`src/rtl/nes_poll_controller.sv`:
```
// NES controller poller: latch strobe, seven shift pulses, eight active-low samples
// assembled into an active-high button byte, with optional periodic auto-polling.
module nes_poll_controller #(
    parameter int CLK_DIV       = 300,
    parameter int POLL_INTERVAL = 833333
) (
    input  logic       clk,
    input  logic       reset_n,
    input  logic       start,
    input  logic       auto_en,
    input  logic       nes_data,
    output logic       nes_latch,
    output logic       nes_pulse,
    output logic [7:0] buttons,
    output logic       valid,
    output logic       changed,
    output logic       busy
);
    localparam int PW = $clog2(2 * CLK_DIV + 1);
    localparam int AW = (POLL_INTERVAL > 1) ? $clog2(POLL_INTERVAL) : 1;

    localparam logic [PW-1:0] LATCH_END = PW'(2 * CLK_DIV - 1);
    localparam logic [PW-1:0] HALF_END  = PW'(CLK_DIV - 1);
    localparam logic [AW-1:0] AUTO_END  = AW'(POLL_INTERVAL - 1);

    localparam logic [2:0] IDLE     = 3'd0;
    localparam logic [2:0] LATCH    = 3'd1;
    localparam logic [2:0] GAP      = 3'd2;
    localparam logic [2:0] PULSE_HI = 3'd3;
    localparam logic [2:0] PULSE_LO = 3'd4;
    localparam logic [2:0] DONE     = 3'd5;

    logic [2:0]    state;
    logic [PW-1:0] phase;
    logic [2:0]    bit_cnt;
    logic [7:0]    shreg;
    logic [AW-1:0] auto_cnt;
    logic          trigger;
    logic          accept;
    logic          phase_end;

    assign trigger   = start | (auto_en & (auto_cnt == AUTO_END));
    assign accept    = (state == IDLE) & trigger;
    assign phase_end = (state == LATCH) ? (phase == LATCH_END) : (phase == HALF_END);

    assign nes_latch = (state == LATCH);
    assign nes_pulse = (state == PULSE_HI);
    assign busy      = (state != IDLE);

    always_ff @(posedge clk or negedge reset_n) begin
        if (!reset_n) begin
            state   <= IDLE;
            phase   <= '0;
            bit_cnt <= '0;
            shreg   <= '0;
            buttons <= '0;
            valid   <= 1'b0;
            changed <= 1'b0;
        end else begin
            valid   <= 1'b0;
            changed <= 1'b0;
            // One shared phase counter; it wraps at each state boundary.
            if (busy && state != DONE && !phase_end)
                phase <= phase + 1'b1;
            else
                phase <= '0;

            case (state)
                IDLE: begin
                    if (trigger) begin
                        state   <= LATCH;
                        bit_cnt <= '0;
                    end
                end
                LATCH: begin
                    if (phase_end) state <= GAP;
                end
                GAP: begin
                    if (phase_end) begin
                        shreg <= {shreg[6:0], ~nes_data};
                        state <= PULSE_HI;
                    end
                end
                PULSE_HI: begin
                    if (phase_end) state <= PULSE_LO;
                end
                PULSE_LO: begin
                    if (phase_end) begin
                        shreg   <= {shreg[6:0], ~nes_data};
                        bit_cnt <= bit_cnt + 1'b1;
                        state   <= (bit_cnt == 3'd6) ? DONE : PULSE_HI;
                    end
                end
                DONE: begin
                    buttons <= shreg;
                    valid   <= 1'b1;
                    changed <= (shreg != buttons);
                    state   <= IDLE;
                end
                default: state <= IDLE;
            endcase
        end
    end

    // Interval counter saturates so an interval that expires mid-poll fires on the first IDLE cycle.
    always_ff @(posedge clk or negedge reset_n) begin
        if (!reset_n)
            auto_cnt <= '0;
        else if (accept || !auto_en)
            auto_cnt <= '0;
        else if (auto_cnt != AUTO_END)
            auto_cnt <= auto_cnt + 1'b1;
    end
endmodule

```
`config.mk`:
```
export PLATFORM = sky130hd
export DESIGN_NAME = nes_poll_controller
export DESIGN_NICKNAME = d
export VERILOG_FILES = /design/src/rtl/nes_poll_controller.sv
export SDC_FILE = /design/constraint.sdc
export NUM_CORES = 1
export LEC_CHECK = 0
export ABC_AREA = 1
export BUFFER_PORTS_ARGS = -buffer_cell sky130_fd_sc_hd__buf_4
export CORE_AREA = 4 4 118 92
export CTS_CLUSTER_DIAMETER = 40
export DETAILED_ROUTE_END_ITERATION = 16
export DIE_AREA = 0 0 122 96
export MAX_ROUTING_LAYER = met4
export PLACE_DENSITY = 0.52
export SLEW_MARGIN = 20
export SYNTH_ARGS = -nofsm -noshare
export SYNTH_HDL_FRONTEND = slang
export SYNTH_SLANG_ARGS = --single-unit
export TNS_END_PERCENT = 30
```
`constraint.sdc`:
```
create_clock -name clk -period 2.05 [get_ports clk]
set_clock_uncertainty 0.15 [all_clocks]
set_input_delay 0.41 -clock clk [delete_from_list [all_inputs] [get_ports clk]]
set_output_delay 0.41 -clock clk [all_outputs]
set_load 0.01 [all_outputs]
```
-- Yosys cells after proc, flatten, opt, wreduce, memory -nomap -nowiden
Index checks and enable logic that the tools add are counted.
- flip-flop bits (word level): 54
- bits of input ports: 5
- output and inout port bits: 13
- word-level logic and storage cells: 61
- add/sub/neg operators: 3
- equality and inequality tests: 17
- muxes and demuxes: 16
- bitwise logic cells: 4
- reduce and logical (&&, ||, !) cells: 13
- operators by type and width (cell ; number):
    two-way mux 20 bit ; 2
    two-way mux 3 bit ; 8
    adder 20 x 1 -> 20 bit, second input constant ; 1
    == test 20 bit, second input constant ; 1
    inequality test 20 bit, second input constant ; 1
    case mux 3 bit (5 select lines) ; 1
    adder 10 x 1 -> 10 bit, second input constant ; 1
    == test 10 bit, second input constant ; 1
    == test 10 x 9 -> 1 bit, second input constant ; 1
    two-way mux 10 bit ; 1
    == test 3 bit, second input constant ; 3
    inequality test 8 bit ; 1
    == test 3 x 2 -> 1 bit, second input constant ; 2
    inequality test 2 bit, second input constant ; 3
    case mux 3 bit (2 select lines) ; 1
    AND reduction 5 bit ; 1
    inequality test 2 x 1 -> 1 bit, second input constant ; 2
    nonzero test 2 bit ; 2
    adder 3 x 1 -> 3 bit, second input constant ; 1
    == test 3 x 1 -> 1 bit, second input constant ; 1
    zero test 3 bit ; 1
    two-way mux 1 bit ; 3
    inequality test 3 bit, second input constant ; 1
    AND reduction 3 bit ; 1
    other kinds (9) ; 12

-- Logic depth before layout (Yosys ltp)
Gate-level depths: netlist of the first run.
- depth after elaboration: 6
- gate-level depth with buffers: 12
- mapped depth without buffers: 12

-- Least setup slack after synthesis of the first run
No wires, ideal clock.
- path kind: flip-flop to flip-flop
- from: reg auto_cnt[0]
- to: reg auto_cnt[6]
- library setup time: 0.121 ns
- data arrival time: 1.374 ns
- required time: 1.779 ns
- path slack: 0.405 ns
- cell stages (with the launch flop): 13
- path buffers: 1
- period minus slack after synthesis: 1.645 ns
- cells stage by stage: dfrtp_1 > inv_1 > ha_1 > nand2_1 > nor2_1 > nand2_1 > nor2_2 > nand3_1 > nand2_1 > nand2_2 > nand2_4 > buf_8 > nor2_1
- longest elaborated chain between the ends: 6
- RTL lines (item ; RTL line ; text):
    start: declaration ; 37 ; logic [AW-1:0] auto_cnt;
    start signal: assignment ; 112 ; auto_cnt <= auto_cnt + 1'b1;
    branches (longest 6 deep; another with adder 20 x 1 -> 20 bit) ; n/a ;
Parallel ways; which one is timed is not known. The select of a mux whose other input is x is not followed.
A chain may end at the register's enable or synchronous reset.

-- Final worst setup path of the first run
- from: reg state[2]
- to: out nes_pulse
- longest elaborated chain between the ends: 1
- RTL lines (item ; RTL line ; text):
    start: declaration ; 33 ; logic [2:0] state;
    start signal: assignment ; 91 ; state <= (bit_cnt == 3'd6) ? DONE : PULSE_HI;
    == test 3 x 2 -> 1 bit ; 47 ; assign nes_pulse = (state == PULSE_HI);
    end: declaration ; 13 ; output logic nes_pulse,
Every way passes these cells.

==> results.json, run 1 <==
{
  "finalNetCount": 380,
  "drive_above_1_share": 0.129,
  "synth.distinct_cells": 34,
  "setup_ws_ns": 0.0728,
  "dr.pass1.iters": 4,
  "drc": 0,
  "path_max_fanout": 6,
  "ant_nets": 0,
  "yosys.area.top_type": "dfrtp_1",
  "n_fill_cell": 1002,
  "routed_via_density": 4.28,
  "layout_worst_path_cycle_share": 0.964,
  "place_ws_ns": 0.259,
  "power_density_mw_per_mm2": 1040,
  "synth.top_cell.area_share": 0.470,
  "initial_core_util": 0.300,
  "hp-class": "input pin to register",
  "synthTopCellsByArea": "dfrtp_1 (47%), nand2_1 (9.3%), inv_1 (6.7%), xor2_1 (6.4%), nor2_1 (5.5%)",
  "grt_max_degree": 34,
  "avgSynthCellArea_um2": 8.28,
  "clk_pin_slew_ns": 0.07,
  "yosysSeqAreaShare": 0.470,
  "cts_tree": "yes",
  "hold_violations": 0,
  "placed_cell_area_mm2": 0.00315,
  "wl_per_cell_um": 10.9,
  "finalSetupTns_ns": 0,
  "power.leakage_nw": 1.62,
  "cp-start-kind": "register",
  "dr_wl_met2_um": 2330,
  "grt_pass1_vias": 2095,
  "io_buffers": 17,
  "grt_overflow": 0,
  "rsz0062_at_grt": "no",
  "area_growth_pct": 16.3,
  "cts_buffers": 5,
  "ios": 18,
  "grtUsageTotal": 0.108,
  "cp.arrival_ns": 1.42,
  "outcome": "completed",
  "synth_area_mm2": 0.00287,
  "yosys_warnings": 0,
  "fp.coreArea_mm2": 0.00958,
  "dr_total_vias": 2152,
  "syn_nets": 357,
  "top_layer": "met4",
  "wl_met3_um": 107,
  "critPathRequiredTime_ns": 1.49,
  "grt_pass1_wl_um": 9760,
  "wl_um": 5500,
  "ctsResizeCount": 0,
  "root_buffer": "clkbuf_16",
  "cts_max_path_buffers": 2,
  "setup.worst_path.class": "register to primary output",
  "design_area_mm2": 0.00334,
  "drt_iter0_markers": 148,
  "antenna_found_initial": 0,
  "clk_latency_ns": 0.29,
  "dpl.hpwl_um": 4190,
  "die-area_mm2": 0.0117,
  "rows": 31,
  "synthCells": 347,
  "max-vdd-ir-drop_v": 0.000451,
  "setup_viol": 0,
  "slew_violations": 0,
  "ys_seq_elements": 54,
  "final.min_clock_period_ns": 1.98,
  "max_slew_margin": 0.643,
  "antenna_cells": 0,
  "htree_levels": 2,
  "wl_met1_um": 3000,
  "post_cts_buffers": 0,
  "die_width_um": 122,
  "critPathCaptureType": "primary output",
  "die_height_um": 96,
  "tightest_slew_ns": 0.530,
  "numClockSinks": 54,
  "fmax_mhz": 506,
  "gp_congestion": 0.795,
  "max_cap_violations": 0
}
## state kept, by name, summed over array words and instances, names as in the netlist
name,cells
auto_cnt,20
phase,10
valid,1
buttons,8
shreg,8
state,3
changed,1
bit_cnt,3
## metrics by stage
step                      instances  power [mW]  hold slack [ns]   util
after floorplan                 347        2.20          -0.0356      -
after global placement          494        2.52            0.182  0.329
after detailed placement        494        2.54            0.181  0.329
after CTS                       503        3.56            0.243  0.349
after global routing            503        3.78            0.268  0.349
final                           503        3.49            0.252  0.349
## layout make-up
cell class              instances  area, um2  share of cell area
well taps                     132        165              0.0494
flip-flops and latches         54       1350               0.404
multi-input cells             234       1280               0.383
inverters                      56        210              0.0629
repair buffers                 19        158              0.0472
clock inverters                 2       38.8              0.0116
clock buffers                   6        139              0.0416
## report_power, final
group          switching (mW)  internal [mW]  total (mW)
clock                   0.376          0.614       0.991
combinational           0.690          0.402        1.09
sequential              0.164           1.24        1.41
total                    1.23           2.26        3.49
## final timing paths
check                             from      endpoint  slack [ns]  depth (start not counted)
setup / recovery              state[2]     nes_pulse        0.07                          2
hold / removal                nes_data      shreg[0]        0.25                          4
setup reg to reg           auto_cnt[0]  auto_cnt[17]        0.26                         11
hold reg to reg               phase[0]      phase[0]        0.31                          1
max in group asynchronous      reset_n      shreg[1]        0.88                          3
min in group asynchronous      reset_n   auto_cnt[6]        0.40                          2
## routing by layer
metal,global-route usage,vias up
met5,-,-
met4,0.0336,0
met3,0.0212,4
met2,0.167,23
met1,0.144,971
li1,-,1154
## what timing repair did
item	4_1_cts	5_1_grt
hold buffers	1	0
endpoints found under the setup margin	0	0
endpoints found under the hold margin	21	0
## synthesized netlist by cell type
library cell  count
a211oi_1          1
a21oi_1           5
a21oi_4           1
a31oi_1           2
buf_2             1
buf_6             1
buf_8             1
dfrtp_1          54
ha_1              5
inv_1            51
inv_2             5
nand2_1          71
nand2_2           4
nand2_4           1
nand3_1          16
nand3_2           3
nand3b_1          1
nand4_1           8
nor2_1           42
nor2_2            2
nor2_4            2
nor3_1           12
nor3_2            1
nor3_4            1
nor3b_1           3
nor4_1            3
o2111ai_1         2
o211ai_4          1
o21ai_0          11
o21ai_1          11
o21ai_2           1
o21bai_1          2
xnor2_1           1
xor2_1           21
## logic make-up after synthesis
logic type | share of synthesized area
adder cells (fa/ha/maj) | 0.0218
XOR/XNOR | 0.0671
buffers and inverters | 0.0841
AND/OR/NAND/NOR | 0.275
flip-flops | 0.470
AO/OA/AOI/OAI | 0.0814
## placed cells by master (no fill, tap or decap), drive strengths merged
| cell | count |
|---|---|
| o2111ai | 2 |
| nor3b | 3 |
| nand3b | 1 |
| a21oi | 6 |
| nand2 | 76 |
| o21bai | 2 |
| xor2 | 21 |
| dfrtp | 54 |
| xnor2 | 1 |
| dlygate4sd3 | 1 |
| nand3 | 19 |
| nor4 | 3 |
| o211ai | 1 |
| a211oi | 1 |
| o21ai | 23 |
| inv | 57 |
| a31oi | 2 |
| clkbuf | 6 |
| buf | 18 |
| nor3 | 14 |
| ha | 5 |
| bufinv | 1 |
| nand4 | 8 |
| nor2 | 46 |
## worst max-delay path: stages (launching register included)
cell,delay (ns)
dfrtp_1,0.47
nor3_1,0.45
buf_4,0.21
Note: power is estimated with default switching activity, not from simulation.
==> run 2, diff against run 1 <==
CORE_AREA = 4 4 103 81   (was 4 4 118 92)
DIE_AREA = 0 0 107 85   (was 0 0 122 96)
PLACE_DENSITY = 0.63   (was 0.52)
==> run 2 against run 1 <==
Net effect: the flow now finishes with violations (hold timing); flip-flop and latch count unchanged; utilization up 9.4 points; combinational power hardly changed; via count grew 2.4%; total power fell by 9.8%; routed wire length is 0.16% higher; worst setup slack improved by 0.088 ns; hold slack lost 0.27 ns; sequential power about the same; critical endpoint is now busy; largest cell class unchanged; highest routed layer unchanged.
==> results.json, run 2 (synthesis results as in run 1) <==
{
  "grt_overflow": 0,
  "gp_congestion": 0.890,
  "wl_per_cell_um": 11.7,
  "seq_power_share": 0.448,
  "total_switching_power_mw": 1.25,
  "critPathMaxStageDelay_ns": 0.44,
  "power.internal_mw": 1.89,
  "die-area_mm2": 0.00910,
  "htree_levels": 2,
  "post_cts_buffers": 0,
  "swShare": 0.398,
  "rr_startpoint": "auto_cnt[0]",
  "power.leakage_nw": 1.57,
  "slew_violations": 0,
  "cts_max_path_buffers": 2,
  "cp.arrival_ns": 1.33,
  "grt_pass1_wl_um": 9540,
  "final_cell_mix": "nand2_1 (71), dfrtp_1 (54), inv_1 (51)",
  "max-vdd-ir-drop_v": 0.000476,
  "cts_buffers": 5,
  "power_density_mw_per_mm2": 983,
  "clk_latency_ns": 0.31,
  "dr_total_vias": 2204,
  "antenna_found_initial": 0,
  "die_height_um": 85,
  "layout_worst_path_cycle_share": 0.922,
  "drive_above_1_share": 0.130,
  "hold_violations": 45,
  "holdWs_ns": -0.0144,
  "design_area_mm2": 0.00320,
  "rsz0062_at_grt": "no",
  "drt_iter0_markers": 149,
  "antenna_cells": 0,
  "grt_pass1_vias": 2074,
  "tightest_slew_ns": 0.681,
  "root_buffer": "clkbuf_8",
  "drc": 0,
  "placed_cell_area_mm2": 0.00310,
  "dpl.hpwl_um": 4020,
  "path_cells": "nor2_1 > nand2_2 > buf_4",
  "hp-class": "input pin to async pin",
  "clk_pin_slew_ns": 0.11,
  "finalSetupTns_ns": 0,
  "violations": "hold timing",
  "layout_commonest_cell": "nand2_1",
  "setup_viol": 0,
  "ctsResizeCount": 0,
  "cp_slowest_cell": "dfrtp_1",
  "critPathRequiredTime_ns": 1.49,
  "final.min_clock_period_ns": 1.89,
  "grt_max_degree": 55,
  "finalNetCount": 378,
  "ant_nets": 0,
  "ios": 18,
  "critPathCaptureType": "primary output",
  "cts_hold_buf": 0,
  "rows": 27,
  "final_core_util": 0.442,
  "setup.worst_path.class": "register to primary output",
  "outcome": "finished with violations",
  "largest_reg_flops": 20,
  "fmax_mhz": 529,
  "io_buffers": 17,
  "cp-start-kind": "register",
  "max_slew_margin": 0.546,
  "top_register": "auto_cnt",
  "initial_core_util": 0.397,
  "path_max_fanout": 7,
  "grtUsageTotal": 0.132,
  "power_frac_comb": 0.348,
  "cts_tree": "yes",
  "numClockSinks": 54,
  "wl_um": 5510,
  "area_growth_pct": 11.3,
  "max_cap_violations": 0,
  "reg_top3": "auto_cnt: 20 flops, phase: 10 flops",
  "fp.coreArea_mm2": 0.00723,
  "p_clk_frac": 0.204,
  "startpoint": "state[0]",
  "routed_via_density": 4.69,
  "die_width_um": 107,
  "dr.pass1.iters": 4
}
-- run 2: changes by cell type in the layout (fill, tap and decap cells not counted), sizes merged --
| cell | change |
|---|---|
| dlygate4sd3 | -1 |
| bufinv | -1 |
| clkbuf | -1 |
| clkinv | +2 |
| buf | -1 |
-- run 2: final cells by class --
cell class                      count  area [um2]
Clock buffer                        5        68.8
Clock inverter                      3        28.8
Fill cell                         720        4030
Inverter                           56         210
Multi-Input combinational cell    234        1280
Sequential cell                    54        1350
Tap cell                          101         126
Timing Repair Buffer               17         128
-- run 2: worst max-delay path, delay by kind of cell, from the launching register on --
family	cells	cell delay [ns]
flip-flops	1	0.44
buffers and inverters	1	0.18
AND/OR/NAND/NOR	2	0.40
-- run 2: path summary, 6_finish.rpt --
check                           depth (start not counted)  slack, ns     endpoint
worst max-delay path                                    3       0.16         busy
worst min-delay path                                    1      -0.01     phase[2]
worst max register to register                         11       0.22  auto_cnt[2]
worst min register to register                          1       0.32     phase[0]
max in group asynchronous                               1       1.32   bit_cnt[0]
min in group clk                                        4       0.23     shreg[0]
-- run 2: power by group through the flow --
stage	sequential (mW)	clock, mW	combinational, mW
floorplan	1.41	0	0.792
global placement	1.42	0	1.09
detailed placement	1.43	0	1.10
CTS	1.41	0.657	1.11
global route	1.44	0.699	1.27
finish	1.41	0.640	1.10
-- run 2: metrics by stage --
stage | hold slack, ns | power [mW] | cells | setup WS [ns]
5_1_grt | 0.0432 | 3.41 | 470 | 0.0138
3_5_place_dp | 0.303 | 2.53 | 462 | 0.234
3_3_place_gp | 0.300 | 2.51 | 462 | 0.319
4_1_cts | 0.0163 | 3.17 | 470 | 0.0810
2_1_floorplan | -0.0356 | 2.20 | 347 | 0.405
6_report | -0.0144 | 3.14 | 470 | 0.160
-- run 2: layer usage --
layer  vias up  GRT usage  share of wire
met5         -          -              0
met4         0     0.0418          0.015
met3         8     0.0259          0.041
met2        45      0.178           0.40
met1      1007      0.197           0.54
li1       1144          -              -
==> run 3, diff against run 2 <==
ABC_AREA = unset   (was 1)
CORE_AREA = 4 4 85 95   (was 4 4 103 81)
DIE_AREA = 0 0 89 99   (was 0 0 107 85)
PLACE_DENSITY = 0.62   (was 0.63)
==> run 3 against run 2 <==
Net effect: the run still ends with hold timing left; synthesized area is 3.7% lower; cell count is 19% lower; via count is 13% lower; critical path depth is 1 higher; first-iteration DRC count is 44% lower; total power is 36% lower; routed wire length is 8.6% lower; global-route usage is 0.18 points lower; utilization is 1.5 points higher; synthesized cell count is 24% lower; flip-flop and latch count stayed put; critical path type unchanged; largest cell class unchanged.
==> results.json, run 3 <==
{
  "outcome": "finished with violations",
  "violations": "hold timing",
  "layout_worst_path_cycle_share": 0.949,
  "yosys_warnings": 0,
  "io_buffers": 17,
  "synth.distinct_cells": 47,
  "gp_congestion": 0.801,
  "layout_commonest_cell": "dfrtp_1",
  "hold_violations": 42,
  "multi_input_area_mm2": 0.00132,
  "clk_latency_ns": 0.31,
  "grt_overflow": 0,
  "area_growth_pct": 15.9,
  "yosysMostFrequentCell": "dfrtp_1",
  "n_fill_cell": 658,
  "cp_slowest_cell": "dfrtp_1",
  "ios": 18,
  "root_buffer": "clkbuf_8",
  "path_cells": "nor3_1 > buf_4 > inv_1 > buf_4",
  "cp-start-kind": "register",
  "synthCells": 263,
  "fp.coreArea_mm2": 0.00701,
  "top_register": "auto_cnt",
  "post_cts_buffers": 0,
  "antenna_found_initial": 0,
  "wl_um": 5040,
  "design_area_mm2": 0.00321,
  "cts_buffers": 5,
  "critPathCaptureType": "primary output",
  "synth-edff-count": 0,
  "synth-async-reset-ratio": 1.00,
  "antenna_cells": 0,
  "largest_reg_flops": 20,
  "fmax_mhz": 514,
  "clk_pin_slew_ns": 0.09,
  "ant_nets": 0,
  "finalSetupTns_ns": 0,
  "syn_nets": 273,
  "cts_tree": "yes",
  "synthTopCellsByArea": "dfrtp_1 (49%), xor2_1 (7.3%), mux2_2 (5.7%), nor2_1 (4.2%), nand3_1 (3.4%)",
  "yosysSeqAreaShare": 0.488,
  "grt_pass1_vias": 1978,
  "grt_max_degree": 55,
  "drive_above_1_share": 0.227,
  "synth_area_mm2": 0.00277,
  "yosys.area.top_type": "dfrtp_1",
  "wl_per_cell_um": 13.3,
  "cts_max_path_buffers": 2,
  "power_density_mw_per_mm2": 625,
  "numClockSinks": 54,
  "final_cell_mix": "dfrtp_1 (54), nor2_1 (31), buf_4 (31)",
  "max-vdd-ir-drop_v": 0.000442,
  "finalNonFillerCells": 380,
  "reg_top3": "auto_cnt: 20 flops, phase: 10 flops",
  "setup_viol": 0,
  "max_cap_violations": 0,
  "place_inst": 372,
  "cp.arrival_ns": 1.38,
  "power.leakage_nw": 1.56,
  "htree_levels": 2,
  "finalNetCount": 304,
  "path_max_fanout": 9,
  "routed_via_density": 5.05,
  "die_height_um": 99,
  "rows": 32,
  "drt_iter0_markers": 83,
  "critPathMaxStageDelay_ns": 0.48,
  "holdWs_ns": -0.0217,
  "placed_cell_area_mm2": 0.00306,
  "initial_core_util": 0.395,
  "final.min_clock_period_ns": 1.94,
  "dpl.hpwl_um": 3570,
  "setup.worst_path.class": "register to primary output",
  "grt_pass1_wl_um": 8940,
  "grtUsageTotal": 0.130,
  "die-area_mm2": 0.00881,
  "cts_hold_buf": 0,
  "slew_violations": 0,
  "dr.pass1.iters": 4,
  "hp-class": "input pin to async pin",
  "drc": 0,
  "tightest_slew_ns": 0.668,
  "seq_area_mm2": 0.00135,
  "synth.top_cell.area_share": 0.488,
  "crit_path_frequent_cell": "buf_4",
  "synth-main-ff-cell": "dfrtp_1",
  "critPathRequiredTime_ns": 1.49,
  "avgSynthCellArea_um2": 10.5,
  "dr_total_vias": 1919,
  "max_slew_margin": 0.555,
  "ys_seq_elements": 54,
  "synthTopCellsByCount": "dfrtp_1 (54), nor2_1 (31), xor2_1 (23), nand2_1 (20), nand3_1 (19)",
  "rsz0062_at_grt": "yes",
  "die_width_um": 89
}
-- run 3: cells by family after synthesis --
| kind of cell | Yosys count | share of synthesized area |
|---|---|---|
| and+or+nand+nor | 111 | 0.214 |
| buffers and inverters | 18 | 0.0380 |
| AOI/OAI and AO/OA | 26 | 0.0683 |
| DFF | 54 | 0.488 |
| muxes | 17 | 0.0678 |
| xor gates and xnor gates | 32 | 0.101 |
| adders and majority gates | 5 | 0.0226 |
-- run 3: what timing repair did --
item	in CTS	in global routing
endpoints found under the setup margin	0	13
hold endpoints to repair	0	0
gates resized for setup	0	4
-- run 3: layout make-up --
class	instances	share of cell area
Clock inverter	2	0.0187
Multi-Input combinational cell	191	0.411
Clock buffer	6	0.0257
Timing Repair Buffer	32	0.0788
Inverter	10	0.0117
Tap cell	85	0.0332
Sequential cell	54	0.421
-- run 3: routing by layer --
layer / vias to the layer above / global-route usage / routed length [um]
li1: 963 / - / -
met1: 920 / 0.167 / 2420
met2: 32 / 0.206 / 2420
met3: 4 / 0.0276 / 154
met4: 0 / 0.0355 / 41
met5: - / - / 0
-- run 3: per-stage QoR --
stage	util	worst slack [ns]	total power, mW
3_5_place_dp	0.437	0.0830	1.16
2_1_floorplan	-	0.110	1.12
5_1_grt	0.458	-0.00121	2.09
4_1_cts	0.457	0.0674	2.04
6_report	0.458	0.106	2.00
3_3_place_gp	0.437	0.115	1.16
-- run 3: worst paths after layout --
| path | startpoint | endpoint | slack [ns] | cells after the start |
|---|---|---|---|---|
| max | state[0] | busy | 0.11 | 4 |
| min | reset_n | auto_cnt[1] | -0.02 | 1 |
| max reg2reg | phase[0] | shreg[5] | 0.13 | 6 |
| min reg2reg | phase[0] | phase[0] | 0.31 | 1 |
| max in group asynchronous | reset_n | valid | 1.33 | 1 |
| min in group clk | nes_data | shreg[0] | 0.11 | 2 |
-- run 3: power breakdown --
| part | switching [mW] | leakage (nW) | total, mW | internal, mW |
|---|---|---|---|---|
| Clock | 0.347 | 0.0714 | 0.868 | 0.521 |
| Combinational | 0.0411 | 0.781 | 0.0633 | 0.0222 |
| Sequential | 0.00350 | 0.712 | 1.07 | 1.07 |
-- run 3: worst max-delay path, delay by kind of cell (launching register included) --
kind          cells  cell delay (ns)
simple gates      1             0.22
flops             1             0.48
buf+inv           3             0.38
